File: config.mk
export PLATFORM = sky130hd
export DESIGN_NAME = coffee_dispense_ctrl
export DESIGN_NICKNAME = d
export VERILOG_FILES = /design/src/rtl/coffee_dispense_ctrl.sv
export SDC_FILE = /design/constraint.sdc
export NUM_CORES = 1
export LEC_CHECK = 0
export BUFFER_PORTS_ARGS = -buffer_cell sky130_fd_sc_hd__clkbuf_2
export CAP_MARGIN = 20
export CORE_ASPECT_RATIO = 1.1
export CORE_MARGIN = 2
export CORE_UTILIZATION = 50
export CTS_CLUSTER_DIAMETER = 80
export DETAILED_ROUTE_END_ITERATION = 10
export HOLD_SLACK_MARGIN = 0.03
export PLACE_DENSITY_LB_ADDON = 0.08
export SKIP_CTS_REPAIR_TIMING = 1
export SYNTH_ARGS = -nofsm -noshare
export SYNTH_HDL_FRONTEND = slang
export SYNTH_SLANG_ARGS = --single-unit
File: constraint.sdc
create_clock -name clk -period 7.26 [get_ports clk]
set_input_delay 1.452 -clock clk [delete_from_list [all_inputs] [get_ports clk]]
set_output_delay 1.452 -clock clk [all_outputs]
set_load 0.05 [all_outputs]
File: src/rtl/coffee_dispense_ctrl.sv
// Coffee dispenser controller: round-robin valve arbiter, level register,
// refill handshake with stall timeout and sticky fault.
module coffee_dispense_ctrl #(
    parameter int NUM_REQ         = 4,
    parameter int LEVEL_W         = 8,
    parameter int FULL_LEVEL      = 100,
    parameter int LOW_THRESH      = 50,
    parameter int CUP_SIZE        = 5,
    parameter int DISPENSE_CYCLES = 4,
    parameter int REFILL_STEP     = 10,
    parameter int REFILL_TIMEOUT  = 16
) (
    input  logic               clk,
    input  logic               rst,
    input  logic [NUM_REQ-1:0] req,
    output logic [NUM_REQ-1:0] grant,
    output logic               valve_open,
    output logic [LEVEL_W-1:0] coffee_level,
    output logic               low_status,
    output logic               refill_req,
    input  logic               refill_ack,
    output logic               fault,
    output logic               busy
);

    localparam int PTR_W  = (NUM_REQ > 1) ? $clog2(NUM_REQ) : 1;
    localparam int DCNT_W = $clog2(DISPENSE_CYCLES) + 1;
    localparam int TCNT_W = $clog2(REFILL_TIMEOUT) + 1;

    localparam logic [LEVEL_W-1:0] FULL_V = LEVEL_W'(FULL_LEVEL);
    localparam logic [LEVEL_W-1:0] LOW_V  = LEVEL_W'(LOW_THRESH);
    localparam logic [LEVEL_W-1:0] CUP_V  = LEVEL_W'(CUP_SIZE);
    localparam logic [LEVEL_W:0]   FULL_X = (LEVEL_W+1)'(FULL_LEVEL);
    localparam logic [LEVEL_W:0]   STEP_X = (LEVEL_W+1)'(REFILL_STEP);

    typedef enum logic [1:0] {IDLE, DISPENSE, REFILL, FAULT} state_t;

    state_t              state;
    logic [PTR_W-1:0]    rr_ptr;
    logic [DCNT_W-1:0]   dcnt;
    logic [TCNT_W-1:0]   tcnt;

    logic                win_valid;
    logic [NUM_REQ-1:0]  win_onehot;
    logic [PTR_W-1:0]    nxt_ptr;
    logic [LEVEL_W:0]    refill_sum;
    logic [LEVEL_W-1:0]  refill_sat;

    // First requester at or above rr_ptr, wrapping around.
    always_comb begin
        int unsigned idx;
        win_valid  = 1'b0;
        win_onehot = '0;
        nxt_ptr    = rr_ptr;
        idx        = 0;
        for (int unsigned i = 0; i < NUM_REQ; i++) begin
            idx = (int'(rr_ptr) + i) % NUM_REQ;
            if (!win_valid && req[PTR_W'(idx)]) begin
                win_valid              = 1'b1;
                win_onehot[PTR_W'(idx)] = 1'b1;
                nxt_ptr                = PTR_W'((idx + 1) % NUM_REQ);
            end
        end
    end

    // Extra bit keeps the sum from wrapping before saturation.
    assign refill_sum = {1'b0, coffee_level} + STEP_X;
    assign refill_sat = (refill_sum >= FULL_X) ? FULL_V : refill_sum[LEVEL_W-1:0];

    assign low_status = (coffee_level <= LOW_V);
    assign busy       = (state != IDLE);

    always_ff @(posedge clk) begin
        if (rst) begin
            state        <= IDLE;
            rr_ptr       <= '0;
            dcnt         <= '0;
            tcnt         <= '0;
            grant        <= '0;
            valve_open   <= 1'b0;
            coffee_level <= FULL_V;
            refill_req   <= 1'b0;
            fault        <= 1'b0;
        end else begin
            grant <= '0;
            case (state)
                IDLE: begin
                    if (coffee_level < CUP_V) begin
                        state      <= REFILL;
                        refill_req <= 1'b1;
                        tcnt       <= '0;
                    end else if (win_valid) begin
                        grant        <= win_onehot;
                        valve_open   <= 1'b1;
                        coffee_level <= coffee_level - CUP_V;
                        rr_ptr       <= nxt_ptr;
                        dcnt         <= DCNT_W'(DISPENSE_CYCLES - 1);
                        state        <= DISPENSE;
                    end
                end
                DISPENSE: begin
                    if (dcnt == '0) begin
                        valve_open <= 1'b0;
                        if (coffee_level <= LOW_V) begin
                            state      <= REFILL;
                            refill_req <= 1'b1;
                            tcnt       <= '0;
                        end else begin
                            state <= IDLE;
                        end
                    end else begin
                        dcnt <= dcnt - DCNT_W'(1);
                    end
                end
                REFILL: begin
                    if (refill_ack) begin
                        coffee_level <= refill_sat;
                        tcnt         <= '0;
                        if (refill_sat == FULL_V) begin
                            refill_req <= 1'b0;
                            state      <= IDLE;
                        end
                    end else if (tcnt == TCNT_W'(REFILL_TIMEOUT - 1)) begin
                        // This increment would reach the timeout: trip now.
                        state      <= FAULT;
                        fault      <= 1'b1;
                        refill_req <= 1'b0;
                    end else begin
                        tcnt <= tcnt + TCNT_W'(1);
                    end
                end
                FAULT: begin
                    fault <= 1'b1;
                end
                default: state <= IDLE;
            endcase
        end
    end

endmodule

Word-level counts from Yosys, hierarchy flattened
Index checks and enable logic that the tools add are counted.

Register bits: 27. Bits of input ports: 7. Output and inout bits: 17. Logic and storage cells: 146.

$add $sub $neg: 10. Order comparisons: 11. Eq/ne operators: 18. Muxes and demuxes: 65. Bitwise operators: 6. Reduce and logical (&&, ||, !) cells: 27.

Operator list (count): 8-bit two-way mux (4); 5-bit two-way mux (5); 1-bit two-way mux (23); 2-bit two-way mux (11); 2-bit inequality test, second input constant (9); 4-bit two-way mux (4); 8-bit one-hot mux with 2 select lines (1); 4-bit AND reduction (4); 5-bit one-hot mux with 3 select lines (1); 2-bit by 3-bit less-than comparator with 1-bit output, second input constant (4); 3-bit inequality test, second input constant (4); 4-bit bitwise OR (3); 5-bit AND reduction (2); 8-bit by 4-bit adder with 9-bit output, second input constant (1); 9-bit by 7-bit >= comparator with 1-bit output, second input constant (1); 3-bit two-way mux (3); 2-bit by 1-bit adder with 2-bit output, second input constant (4); 1-bit binary-select mux with 2-bit select (4); 1-bit demux with 2-bit select (4); 8-bit by 7-bit == test with 1-bit output, second input constant (1); 2-bit by 1-bit >= comparator with 1-bit output, second input constant (4); 8-bit by 6-bit less-or-equal comparator with 1-bit output, second input constant (1); 8-bit by 3-bit less-than comparator with 1-bit output, second input constant (1); 2-bit nonzero test (4); other kinds (21) (34).

Longest topological paths before layout
Gate-level depths: netlist of run 1.

Word-level depth: 15. Depth in mapped cells: 10. Depth with buffers taken out: 8.

Least setup slack after synthesis of run 1
OpenSTA, ideal clock, no wires.

Kind: reg-to-output. Start: reg coffee_level[1]. End: out low_status. Data arrival time: 2523 ps. Required time: 5808 ps. Path slack: 3285 ps. Cell stages (with the launch flop): 5. Path buffers: 0. Path through: dfxtp_1 ha_1 nor2b_1 o21ai_0 a211oi_1.

Longest elaborated chain between the ends: 1.

Ends and longest elaborated chain: start: declaration (RTL line 18) `output logic [LEVEL_W-1:0] coffee_level,`; start signal: assignment (RTL line 95) `coffee_level <= coffee_level - CUP_V;`; start signal: assignment (RTL line 117) `coffee_level <= refill_sat;`; 8-bit by 6-bit less-or-equal comparator with 1-bit output (RTL line 70) `assign low_status = (coffee_level <= LOW_V);`; end: declaration (RTL line 19) `output logic low_status,`.

Every way passes these cells.

Final worst setup path of run 1
Same ends and word-level chain as after synthesis.

==> qor.txt, run 1 <==
Max cap viols: 0
Initial Util: 51.1%
Sequential area share after synthesis: 25.0%
Worst reg2reg setup slack: 4460 ps
Yosys warns: 0
Worst skew pair latency: 270 ps
Final std cell area, no fill: 2280 um^2
Share of the synthesized area in the top cell type: 25.0%
Core ar.: 4220 um^2
Seq cells post-synth: 27
Avg Inst Size Synth: 7.91 um^2
Final core occ: 54.1%
Antenna Diode Count: 0
Vias in the first global route: 1,821
Pwr Density: 421 nW/um^2
Global route overflow: 0
Area contributors post-synth: dfxtp_1 25%, ha_1 9.3%, nor3_1 4.4%
Post-synth cell types: 60
Clock sinks: 27
DP HPWL: 3.59 mm
TritonRoute pass-1 iters: 4
Critical-path top delay cell: dfxtp_1
Highest-count cells in the layout ignoring fill and taps: 27 x dfxtp_1, 24 x nor2_1, 23 x clkbuf_2
Area Overhead vs Synth: 5.80%
Setup Viol. Count Final: 0
Top cell type by total area after synthesis: dfxtp_1
Worst setup EP type: output pin
Setup TNS: 0 ps
Clk_skew: 1.99 ps
Fill cells: 421
First DRT Iteration DRCs: 125
I/O Pins: 24
CTS H-tree depth: 1
Die W: 66.6 um
Hold Fails Final Rpt: 0
Setup crit end: low_status
Largest net degree at the start of global routing: 29
Layout net count: 303
CTS tree: yes
F_max: 0.287 GHz
Full die area: 4860 um^2
Period utilization: 48.0%
RSZ-0062 raised after global routing: false
RR Endpoint: rr_ptr[1]
Fin. max-slew vios: 0
Synthesized area: 2160 um^2
Post-route ant nets: 0
Clk buf depth: 2
Via density: 6.18
Critical path type: reg -> out
Fraction of layout cells with a size suffix above 1: 13.3%
Synth async-reset ratio: 0%
Critical Path Source: coffee_level[1]
Die Span Y: 72.9 um
Register-to-Register Path Depth: 8
Routed length per instance: 14.8 um
Vias post-DR: 2,059
Overall routing resource usage: 21.6%
CTS Buf Count: 3
EDFF count, synth: 0
Minimum clock period after layout: 3480 ps
Max-slew headroom: 51.3%
Syn nets: 296
Reg2reg start: rr_ptr[0]
Hold Startpoint: tcnt[4]
Root Buffer: clkbuf_8
Setup crit start kind: flop
Ys flop type: dfxtp_1
Worst hold path class: reg -> reg
Clk slew on worst S/H paths: 90 ps
Global-route wire length before repair: 8.37 mm
VDD IR-drop max: 0.200 mV
Most common cell after layout, fill and taps aside: dfxtp_1
WP data arrival: 2030 ps
Gpl congestion: 0.864
WP data required: 5810 ps
Cell count after synthesis: 273
Site Rows: 25
DRC: 0
PortBufs: 23
Placed cell areas: 2240 um^2
Status: finished, final reports clean
DRT Wirelength: 4.94 mm
Initial antenna violation count: 0
Tightest Pin Transition: 727 ps
Crit-path cells: ha_1, nor2b_1, o21ai_0, a211oi_1, clkbuf_2
Critical path's largest stage delay: 500 ps
Leakage power: 0.000891 uW
Critical Path Fanout Max: 9
[cell usage after synthesis (all sizes together), types with 3 or more instances]
cell	count
a211o	4
a211oi	8
a21oi	18
a221oi	5
a22oi	5
a311oi	3
and3	3
buf	5
clkbuf	16
dfxtp	27
ha	16
inv	18
mux4	3
nand2	12
nand2b	6
nand4	3
nor2	24
nor2b	4
nor3	19
nor4	6
o211ai	3
o21ai	16
or4	7
xnor2	3
[where the power goes]
group / switching [uW] / internal, uW
combinational: 400 / 215
clock: 48.4 / 39.4
sequential: 65.7 / 194
[sequential cells by signal, summed over array words and instances, names as in the netlist]
register	flops
state	2
dcnt	3
rr_ptr	2
coffee_level	8
fault	1
tcnt	5
grant	4
valve_open	1
refill_req	1
[how the worst min path moves through the flow]
| stage | endpoint | slack [ps] | cells past startpoint |
|---|---|---|---|
| floorplan | tcnt[4] | 450 | 2 |
| global placement | tcnt[4] | 460 | 2 |
| detailed placement | valve_open | 470 | 2 |
| CTS | tcnt[4] | 490 | 2 |
| global route | tcnt[4] | 510 | 2 |
| finish | tcnt[4] | 480 | 2 |
[cells by family after synthesis]
kind of cell | after synthesis | synth area share (%)
XOR/XNOR | 5 | 2.03
flip-flops | 27 | 25.0
multiplexers | 4 | 3.59
AND/OR/NAND/NOR | 102 | 26.2
AO/OA/AOI/OAI | 80 | 26.0
buffers and inverters | 39 | 7.88
adder cells (fa/ha/maj) | 16 | 9.28
[area by class of cell]
cell class              instances  area, um^2  area share [%]
well taps                      54        67.6            2.96
clock buffers                   4        45.0            1.97
inverters                      18        67.6            2.96
flip-flops and latches         27         541            23.7
multi-input cells             207        1450            63.4
repair buffers                 23         115            5.04
[per-stage QoR]
step / setup WS [ps] / power [uW] / cells / hold slack, ps
after floorplan: 3290 / 766 / 273 / 450
after global placement: 4060 / 878 / 329 / 462
after CTS: 3740 / 966 / 333 / 490
after detailed placement: 4060 / 875 / 329 / 473
after global routing: 3640 / 1040 / 333 / 510
final: 3780 / 962 / 333 / 482
[worst max-delay path, delay by kind of cell, from the launching register on]
kind	cells	cell delay, ps
AND/OR/NAND/NOR	1	110
adder cells (fa/ha/maj)	1	190
buffers and inverters	1	370
flip-flops	1	500
AO/OA/AOI/OAI	2	580
[metal layers]
layer | vias to the layer above | part of all wire (%) | global-route usage (%)
li1 | 1037 | - | -
met1 | 964 | 46 | 28.7
met2 | 53 | 49 | 38.0
met3 | 5 | 4.1 | 2.31
met4 | 0 | 0.85 | 4.08
met5 | - | 0 | 0
(Power assumes the default switching activity.)
==> run 2: changes to the inputs <==
Clock period 7.26 ns to 3.1 ns, I/O delays scaled along.
==> run 2 against run 1 <==
Net effect: global-route usage grew 0.53 points; combinational power grew 140%; utilization grew 0.92 points; largest cell class unchanged; largest power group unchanged.
==> qor.txt, run 2 (synthesized netlist as in run 1, its figures left out) <==
Gpl congestion: 0.847
Crit-path cells: ha_1, nor2_1, and4b_1, o31ai_1, and3_1, a221oi_1, a211o_1
Largest net degree at the start of global routing: 29
WP data required: 3280 ps
Clk slew on worst S/H paths: 100 ps
Global route overflow: 0
Tightest Pin Transition: 708 ps
Die W: 66.6 um
Site Rows: 25
Setup TNS: 0 ps
Clock sinks: 27
Initial Util: 51.1%
Critical Path Fanout Max: 9
Pwr Density: 990 nW/um^2
Hold Fails Final Rpt: 0
Most common cell after layout, fill and taps aside: dfxtp_1
Die Span Y: 72.9 um
Area Overhead vs Synth: 7.59%
TritonRoute pass-1 iters: 4
Root Buffer: clkbuf_8
Status: finished, final reports clean
Routed length per instance: 15.6 um
Final std cell area, no fill: 2320 um^2
Clk_skew: 2.46 ps
PortBufs: 23
Worst skew pair latency: 280 ps
Minimum clock period after layout: 2600 ps
DRC: 0
Initial antenna violation count: 0
Fraction of layout cells with a size suffix above 1: 15.2%
First DRT Iteration DRCs: 172
Leakage power: 0.000910 uW
Critical path's largest stage delay: 480 ps
Vias in the first global route: 1,886
Setup crit start kind: flop
Placed cell areas: 2270 um^2
Layout net count: 307
Fin. max-slew vios: 0
Clk buf depth: 2
Setup Viol. Count Final: 0
CTS H-tree depth: 1
WP data arrival: 2780 ps
DP HPWL: 3.84 mm
Worst hold path class: reg -> reg
RSZ-0062 raised after global routing: false
Antenna Diode Count: 0
Max FFs per register: 8
Vias post-DR: 2,105
CTS Buf Count: 3
CTS tree: yes
Worst setup EP type: flop
Overall routing resource usage: 22.1%
Largest registers: coffee_level x8, tcnt x5, grant x4
Critical-path top delay cell: dfxtp_1
Max-slew headroom: 52.4%
Highest-count cells in the layout ignoring fill and taps: 27 x dfxtp_1, 24 x nor2_1, 23 x clkbuf_2
Core ar.: 4220 um^2
Critical path type: reg -> reg
Full die area: 4860 um^2
Max cap viols: 0
Post-route ant nets: 0
Global-route wire length before repair: 8.66 mm
VDD IR-drop max: 0.487 mV
Via density: 6.25
Post-layout power: 2300 uW
Top reg by flops: coffee_level
DRT Wirelength: 5.25 mm
F_max: 0.385 GHz
I/O Pins: 24
Period utilization: 83.8%
==> run 2: changes by cell type in the layout (fill, tap and decap cells not counted), sizes merged <==
cell / before / now
clkinvlp: 0 / 1
clkbuf: 27 / 26
buf: 0 / 4
==> run 2: power by group <==
part | switching, uW | internal (uW) | total (uW)
sequential | 127 | 454 | 581
combinational | 984 | 520 | 1500
clock | 123 | 91.6 | 215
==> run 2: final timing paths <==
| check | startpoint | to | slack [ps] | cells after the start |
|---|---|---|---|---|
| setup / recovery | coffee_level[1] | coffee_level[2] | 500 | 7 |
| hold / removal | tcnt[4] | tcnt[4] | 480 | 2 |
| setup reg to reg | coffee_level[1] | coffee_level[2] | 500 | 7 |
| hold reg to reg | tcnt[4] | tcnt[4] | 480 | 2 |
==> run 2: layout make-up <==
type                            instances  area, um^2
Sequential cell                        27         541
Timing Repair Buffer                   27         145
Inverter                               18        67.6
Multi-Input combinational cell        207        1450
Clock inverter                          1        7.51
Fill cell                             427        1900
Clock buffer                            3        41.3
Tap cell                               54        67.6
==> run 2: per-stage QoR <==
stage               hold WS (ps)  utilization, %  worst slack, ps  cells
CTS                          487            55.0              511    337
global placement             464            53.8              551    333
global route                 511            55.0              301    337
finish                       483            55.0              502    337
floorplan                    450               -              139    273
detailed placement           472            53.8              560    333
==> run 2: worst max-delay path: cells and delay by family, from the launching register on <==
family | cells | cell delay [ps]
AOI/OAI and AO/OA | 3 | 840
adders and majority gates | 1 | 380
DFF | 1 | 480
and+or+nand+nor | 3 | 800
==> run 2: metal layers <==
metal	wire, um	global-route usage, %
met1	2430	29.6
met2	2570	38.1
met3	205	2.16
met4	52	5.44
met5	0	0
